`config.mk`:
```
export PLATFORM = sky130hd
export DESIGN_NAME = activation_output_packer_flat
export DESIGN_NICKNAME = d
export VERILOG_FILES = /design/src/rtl/activation_output_packer_if.sv /design/src/rtl/activation_output_packer.sv /design/src/flat_wrapper.sv
export SDC_FILE = /design/constraint.sdc
export NUM_CORES = 2
export LEC_CHECK = 0
export CAP_MARGIN = 10
export CORE_MARGIN = 1
export CORE_UTILIZATION = 45
export CTS_BUF_LIST = sky130_fd_sc_hd__clkbuf_2
export DETAILED_ROUTE_END_ITERATION = 12
export GPL_TIMING_DRIVEN = 0
export PLACE_DENSITY = 0.6
export SLEW_MARGIN = 20
export SYNTH_ARGS = -nofsm -noshare
export SYNTH_HDL_FRONTEND = slang
export SYNTH_SLANG_ARGS = --single-unit
```
`constraint.sdc`:
```
create_clock -name core_clk -period 25.5 [get_ports core_clk]
set_clock_uncertainty 0.05 [all_clocks]
set_input_delay 5.1 -clock core_clk [delete_from_list [all_inputs] [get_ports core_clk]]
set_output_delay 5.1 -clock core_clk [all_outputs]
set_load 0.02 [all_outputs]
```
`src/rtl/activation_output_packer_if.sv`:
```
// ----------------------------------------------------------------------------
// activation_output_packer_if
//   Packed-word bus from the activation output packer to the memory write path.
//   The master presents the FIFO head; the slave accepts it with out_word_ready.
//
//   out_word_valid  master -> slave  head entry present
//   out_word_ready  slave  -> master head accepted this cycle
//   out_word        master -> slave  DATA_WIDTH*LANES packed word, lane 0 in LSBs
//   out_word_strb   master -> slave  bit i set = lane i holds a real feature
//   out_word_last   master -> slave  final word of the layer
// ----------------------------------------------------------------------------
interface activation_output_packer_if #(
   parameter int DATA_WIDTH = 32,
   parameter int LANES      = 16
) ();
   logic                        out_word_valid;
   logic                        out_word_ready;
   logic [DATA_WIDTH*LANES-1:0] out_word;
   logic [LANES-1:0]            out_word_strb;
   logic                        out_word_last;

   modport master (
      output out_word_valid, out_word, out_word_strb, out_word_last,
      input  out_word_ready
   );

   modport slave (
      input  out_word_valid, out_word, out_word_strb, out_word_last,
      output out_word_ready
   );
endinterface

```
`src/rtl/activation_output_packer.sv`:
```
// ----------------------------------------------------------------------------
// activation_output_packer
//   Collects the valid-only activated-feature stream, packs LANES features per
//   word (lane 0 in the LSBs), buffers words in a FIFO_DEPTH-entry FIFO and
//   offers them over a valid/ready bus. The stream cannot be stalled, so a
//   word completed while the FIFO is full is dropped and overflow sticks.
//
//   core_clk, resetn                 clock, asynchronous active-low reset
//   start                            one-cycle pulse beginning a layer
//   layer_config_out_features_count  features in the layer, sampled on start
//   activated_feature_valid/_feature incoming feature beat
//   out_bus (master)                 packed word, strobe, last, valid/ready
//   busy                             layer in progress
//   done                             one-cycle pulse at layer completion
//   overflow                         sticky: a packed word was dropped
// ----------------------------------------------------------------------------
module activation_output_packer #(
   parameter int DATA_WIDTH  = 32,
   parameter int LANES       = 16,
   parameter int FIFO_DEPTH  = 4,
   parameter int COUNT_WIDTH = 16
) (
   input  logic                        core_clk,
   input  logic                        resetn,
   input  logic                        start,
   input  logic [COUNT_WIDTH-1:0]      layer_config_out_features_count,
   input  logic                        activated_feature_valid,
   input  logic [DATA_WIDTH-1:0]       activated_feature,
   activation_output_packer_if.master  out_bus,
   output logic                        busy,
   output logic                        done,
   output logic                        overflow
);
   localparam int WORD_W  = DATA_WIDTH * LANES;
   localparam int LANE_W  = (LANES > 1) ? $clog2(LANES) : 1;
   localparam int ADDR_W  = $clog2(FIFO_DEPTH);
   localparam int ENTRY_W = WORD_W + LANES + 1;

   typedef enum logic [1:0] {IDLE, COLLECT, DRAIN} state_t;

   state_t                 state;
   logic [COUNT_WIDTH-1:0] count_q;
   logic [COUNT_WIDTH-1:0] feat_cnt_q;
   logic [LANE_W-1:0]      lane_idx_q;
   logic [WORD_W-1:0]      pack_q;
   logic [LANES-1:0]       strb_q;
   logic                   done_q;
   logic                   overflow_q;

   // Entry layout: {last, strb, word}. Pointers carry one extra wrap bit so
   // full and empty are distinguishable.
   logic [ENTRY_W-1:0]     fifo_mem [FIFO_DEPTH];
   logic [ADDR_W:0]        wr_ptr;
   logic [ADDR_W:0]        rd_ptr;

   logic [ADDR_W:0]        fifo_level;
   logic                   fifo_empty;
   logic                   fifo_full;
   logic                   pop;
   logic                   beat;
   logic [COUNT_WIDTH-1:0] feat_cnt_next;
   logic                   is_final;
   logic                   word_done;
   logic                   push_ok;
   logic                   drain_done;
   logic [WORD_W-1:0]      pack_beat;
   logic [LANES-1:0]       strb_beat;
   logic [ENTRY_W-1:0]     head;

   assign fifo_level    = wr_ptr - rd_ptr;
   assign fifo_empty    = (fifo_level == '0);
   assign fifo_full     = (fifo_level == (ADDR_W+1)'(FIFO_DEPTH));
   assign pop           = !fifo_empty && out_bus.out_word_ready;
   assign beat          = (state == COLLECT) && activated_feature_valid;
   assign feat_cnt_next = feat_cnt_q + 1'b1;
   assign is_final      = (feat_cnt_next == count_q);
   assign word_done     = beat && ((lane_idx_q == LANE_W'(LANES - 1)) || is_final);
   // A pop in the same cycle frees the slot the push needs.
   assign push_ok       = word_done && (!fifo_full || pop);
   // Finish as soon as the FIFO is empty, including the cycle of the last pop.
   assign drain_done    = fifo_empty || ((fifo_level == (ADDR_W+1)'(1)) && pop);

   // Current pack register with this beat merged in, so a completing beat
   // lands in the pushed word without waiting a cycle.
   always_comb begin
      pack_beat = pack_q;
      strb_beat = strb_q;
      pack_beat[int'(lane_idx_q)*DATA_WIDTH +: DATA_WIDTH] = activated_feature;
      strb_beat[lane_idx_q] = 1'b1;
   end

   // NOTE: FIFO storage has no reset; only the pointers do. Reset empties the
   // FIFO and the outputs below are forced to zero while it is empty.
   always_ff @(posedge core_clk) begin
      if (push_ok) begin
         fifo_mem[wr_ptr[ADDR_W-1:0]] <= {is_final, strb_beat, pack_beat};
      end
   end

   // NOTE: all state updates use non-blocking assignments so every branch
   // sees the pre-edge values of the other registers.
   always_ff @(posedge core_clk or negedge resetn) begin
      if (!resetn) begin
         state      <= IDLE;
         count_q    <= '0;
         feat_cnt_q <= '0;
         lane_idx_q <= '0;
         pack_q     <= '0;
         strb_q     <= '0;
         done_q     <= 1'b0;
         overflow_q <= 1'b0;
         wr_ptr     <= '0;
         rd_ptr     <= '0;
      end else begin
         done_q <= 1'b0;
         if (pop)     rd_ptr <= rd_ptr + 1'b1;
         if (push_ok) wr_ptr <= wr_ptr + 1'b1;

         case (state)
            IDLE: begin
               if (start) begin
                  overflow_q <= 1'b0;
                  if (layer_config_out_features_count != '0) begin
                     count_q    <= layer_config_out_features_count;
                     feat_cnt_q <= '0;
                     lane_idx_q <= '0;
                     pack_q     <= '0;
                     strb_q     <= '0;
                     state      <= COLLECT;
                  end else begin
                     done_q <= 1'b1;
                  end
               end
            end
            COLLECT: begin
               if (beat) begin
                  // The counter advances even when the word is dropped so
                  // the layer still terminates.
                  feat_cnt_q <= feat_cnt_next;
                  if (word_done) begin
                     pack_q     <= '0;
                     strb_q     <= '0;
                     lane_idx_q <= '0;
                     if (!push_ok)  overflow_q <= 1'b1;
                     if (is_final)  state      <= DRAIN;
                  end else begin
                     pack_q     <= pack_beat;
                     strb_q     <= strb_beat;
                     lane_idx_q <= lane_idx_q + 1'b1;
                  end
               end
            end
            DRAIN: begin
               if (drain_done) begin
                  done_q <= 1'b1;
                  state  <= IDLE;
               end
            end
            default: state <= IDLE;
         endcase
      end
   end

   assign head                   = fifo_mem[rd_ptr[ADDR_W-1:0]];
   assign out_bus.out_word_valid = !fifo_empty;
   assign out_bus.out_word       = fifo_empty ? '0 : head[WORD_W-1:0];
   assign out_bus.out_word_strb  = fifo_empty ? '0 : head[WORD_W +: LANES];
   assign out_bus.out_word_last  = fifo_empty ? 1'b0 : head[ENTRY_W-1];

   assign busy     = (state != IDLE);
   assign done     = done_q;
   assign overflow = overflow_q;
endmodule
```
`src/flat_wrapper.sv`:
```
// flat-port wrapper written by rule: the top's interface ports become plain ports
module activation_output_packer_flat 
#(
   parameter int DATA_WIDTH  = 32,
   parameter int LANES       = 16,
   parameter int FIFO_DEPTH  = 4,
   parameter int COUNT_WIDTH = 16
)
  (core_clk, resetn, start, layer_config_out_features_count, activated_feature_valid, activated_feature, busy, done, overflow, out_bus_out_word_valid, out_bus_out_word, out_bus_out_word_strb, out_bus_out_word_last, out_bus_out_word_ready);
  activation_output_packer_if #(.DATA_WIDTH(DATA_WIDTH), .LANES(LANES)) out_bus_i ();
  input  logic core_clk;
  input  logic resetn;
  input  logic start;
  input  logic [COUNT_WIDTH-1:0] layer_config_out_features_count;
  input  logic activated_feature_valid;
  input  logic [DATA_WIDTH-1:0] activated_feature;
  output logic busy;
  output logic done;
  output logic overflow;
  output wire logic [$bits(out_bus_i.out_word_valid)-1:0] out_bus_out_word_valid;
  output wire logic [$bits(out_bus_i.out_word)-1:0] out_bus_out_word;
  output wire logic [$bits(out_bus_i.out_word_strb)-1:0] out_bus_out_word_strb;
  output wire logic [$bits(out_bus_i.out_word_last)-1:0] out_bus_out_word_last;
  input wire logic [$bits(out_bus_i.out_word_ready)-1:0] out_bus_out_word_ready;
  assign out_bus_out_word_valid = out_bus_i.out_word_valid;
  assign out_bus_out_word = out_bus_i.out_word;
  assign out_bus_out_word_strb = out_bus_i.out_word_strb;
  assign out_bus_out_word_last = out_bus_i.out_word_last;
  assign out_bus_i.out_word_ready = out_bus_out_word_ready;
  activation_output_packer #(.DATA_WIDTH(DATA_WIDTH), .LANES(LANES), .FIFO_DEPTH(FIFO_DEPTH), .COUNT_WIDTH(COUNT_WIDTH)) u_core (.core_clk(core_clk), .resetn(resetn), .start(start), .layer_config_out_features_count(layer_config_out_features_count), .activated_feature_valid(activated_feature_valid), .activated_feature(activated_feature), .out_bus(out_bus_i), .busy(busy), .done(done), .overflow(overflow));
endmodule
```
==> summary.txt <==
Outcome
  – Status: completed

Pwr
  – Overall power: 16.1 mW
  – Gate power share: 46.3%
  – Sw frac: 39.4%
  – Flop pwr share: 35.6%
  – Clock group share of total power: 18.1%
  – Maximum VDD drop: 0.000119 V
  – Pwr dens: 129 mW/mm^2
  – NetSw: 6.36 mW
  – Pleak: 45.1 nW
  – Int Pwr: 9.79 mW

Final layout
  – Final Instance Count excl. Fillers: 11,100
  – Commonest non-fill, non-tap cell in the layout: edfxtp_1
  – Area of the multi-input gates: 0.0272 mm^2
  – Register area: 0.0779 mm^2
  – Core Util, Final: 53.2%
  – Layout cells sized above 1: 25.6%
  – Area delta synth->final: 17.2%
  – # fillers: 19,500
  – Design Area, Final: 0.125 mm^2
  – Fin nets: 7,458
  – Commonest cells after routing, fill and taps aside: edfxtp_1 (2,116), clkbuf_2 (1,113), dfrtp_1 (574)

Global route
  – Largest net degree at the start of global routing: 91
  – First-pass GRT wire length: 449 mm
  – Gr usage total: 26.5%
  – Total gr overflow: 0
  – Initial antenna violation count: 25
  – Vias in the first global route: 63,900

Clock tree
  – Clock-pin slew on the worst setup and hold paths: 0.09 ns
  – CTS-repair resized insts: 0
  – CTS Buf Count: 684
  – Setup bufs post-CTS: 0
  – CTS Hold Bufs: 0
  – CTS Root Cell: clkbuf_2
  – Worst-Skew Late Latency: 1.97 ns
  – Clock sink count: 2,690
  – H-tree Lvls: 6
  – TritonCTS clock tree: yes
  – Clk buf depth: 4

Setup path
  – Worst EP required: 20.35 ns
  – Worst path bufs/invs: 5
  – CP Cell Sequence: inv_1 -> ha_1 -> fa_1 -> xor2_1 -> xnor2_1 -> nand3_1 -> clkbuf_2 -> buf_16 -> clkbuf_1 -> and2_1 -> clkdlybuf4s50_1
  – Setup crit end kind: output port
  – Worst Path Max Fanout: 10
  – Highest-delay cell along the critical path: clkdlybuf4s50_1
  – Critical Path Start Type: flip-flop
  – Max incr delay on CP: 0.94 ns
  – Crit path DAT: 6.52 ns
  – CP Class: reg2out
  – Crit-path leading delay family: buffers and inverters

Floorplanning
  – Core Area: 0.236 mm^2
  – Chip height: 490 um
  – Die Area: 0.240 mm^2
  – # rows: 178
  – # IOs: 586
  – Die X: 490 um
  – Initial Util: 45.4%

Placed design
  – Dpl hpwl: 215 mm
  – Post-DP Area: 0.119 mm^2
  – Port Buffers: 553
  – Placed cells: 9,853
  – GPL Wtd Cong: 0.818
  – Pre-CTS WS: 15.82 ns

Synthesis
  – #FFs+latches synth: 2,690
  – Synth top area share: 59.4%
  – Synth Instances: 6,044
  – Synth Flop Type: edfxtp_1
  – Synth area leader: edfxtp_1
  – Area contributors post-synth: edfxtp_1 (59%), dfrtp_1 (13%), mux4_2 (11%)
  – Number of enable flip-flop cells after synthesis: 2,116
  – Syn Nets: 6,113
  – Asr flop ratio synth: 21.3%
  – Seq/Total Area, Yosys: 72.8%
  – Ys Warns: 0
  – Post-synthesis average cell area: 17.7 um^2
  – Mapped Area: 0.107 mm^2
  – Distinct cells, synth: 61

Drt
  – DRC: 0
  – Via count: 63,500
  – Vias per cell: 5.73
  – DR iter-0 viols: 6,593
  – Post-DRT Antenna Nets: 0
  – DR pass1 iterations: 6
  – Wirelength, routed: 318 mm
  – Wire length per cell: 28.7 um

Job
  – Number of max-cap violations: 0

Timing
  – Fmax: 0.0857 GHz
  – TNS Setup: 0 ns
  – Normalized max-slew margin: 14.0%
  – Slew Viols, Final: 0
  – Worst-Margin Slew: 1.29 ns
  – Post-layout min period: 11.67 ns
  – Final hold violation count: 0
  – Final setup fails: 0
  – Fin crit share: 45.8%
  – RSZ-0062 raised after global routing: no
  – WHS: 0.455 ns
  – Final worst slack: 13.83 ns

Worst hold path
  – Hold Path Class: reg2reg
-- cell type report --
cell class              count  share of cell area (%)
flip-flops and latches   2690                    62.1
multi-input cells        2890                    21.7
repair buffers            659                    6.49
clock buffers            1089                    4.35
well taps                3150                    3.14
plain buffers             451                    1.58
clock inverters           146                   0.600
inverters                  13                  0.0389
diodes                      7                  0.0140
-- power by group through the flow --
stage | Clock, mW | Sequential, mW | Combinational (mW)
floorplan | 0 | 5.80 | 3.93
global placement | 0 | 5.89 | 7.34
detailed placement | 0 | 5.83 | 7.53
CTS | 3.00 | 5.73 | 7.57
global route | 3.22 | 5.78 | 7.92
finish | 2.92 | 5.74 | 7.48
-- cells in the mapped netlist, types with 5 or more instances --
cell	number
nand4_1	7
xor2_1	11
a21o_1	14
nor2_1	22
buf_4	5
nand2_1	525
and2_1	538
o211ai_1	6
a22o_1	515
clkbuf_1	316
o21ai_0	407
mux4_2	529
buf_2	30
edfxtp_1	2116
nand2b_1	5
ha_1	15
buf_6	22
nor3_1	23
inv_1	13
or3_1	5
buf_1	76
a21oi_1	10
o31ai_1	7
xnor2_1	19
dfrtp_1	574
a31oi_1	17
nor4_1	6
nand3_1	7
mux2_2	144
nor2b_1	8
-- cell families after synthesis --
kind of cell | count (synthesis) | synth area share, %
AND/OR/NAND/NOR | 1170 | 5.60
buffers and inverters | 464 | 1.84
XOR/XNOR | 30 | 0.246
AO/OA/AOI/OAI | 998 | 6.64
adder cells (fa/ha/maj) | 16 | 0.194
multiplexers | 676 | 12.7
flip-flops | 2690 | 72.8
-- worst paths after layout --
kind / cells past startpoint / slack [ns] / from / end
max: 11 / 13.83 / u_core.wr_ptr[0]$_DFFE_PN0N_ / out_bus_out_word[288]
min in group asynchronous: 1 / 2.97 / resetn / u_core.wr_ptr[2]$_DFFE_PN0N_
max in group asynchronous: 4 / 20.63 / resetn / u_core.pack_q[83]$_DFFE_PN0P_
min: 1 / 0.45 / u_core.pack_q[158]$_DFFE_PN0P_ / u_core.pack_q[158]$_DFFE_PN0P_
max reg2reg: 16 / 19.56 / u_core.feat_cnt_q[0]$_DFFE_PN0P_ / u_core.fifo_mem[1][462]$_DFFE_PP_
min reg2reg: 1 / 0.45 / u_core.pack_q[158]$_DFFE_PN0P_ / u_core.pack_q[158]$_DFFE_PN0P_
-- per-layer routing --
metal	vias up	GRT usage (%)	share of wire, %
met5	-	0	0.011
met4	6	11.1	3.8
met3	511	6.29	8.4
met2	2933	41.3	47
met1	33200	35.9	41
li1	26800	-	-
-- sequential cells by signal, summed over array words and instances, names as in the netlist --
name	count
u_core.overflow	1
u_core.wr_ptr	3
u_core.lane_idx_q	4
u_core.count_q	16
u_core.fifo_mem	2116
u_core.strb_q	16
u_core.state	2
u_core.pack_q	512
u_core.rd_ptr	3
u_core.done	1
u_core.feat_cnt_q	16
-- worst register-to-register path, cell delays in order (launching register included) --
cell      delay (ns)
dfrtp_1         0.50
ha_1            0.19
clkbuf_2        0.18
and4_1          0.18
buf_2           0.20
and2_1          0.22
o21ai_1         0.11
or4_1           0.53
nor4_4          0.67
buf_4           0.32
o211a_1         0.28
and2_4          0.55
buf_12          0.31
buf_12          0.30
buf_16          0.28
buf_16          0.30
buf_12          0.29
Note: power is estimated with default switching activity, not from simulation.
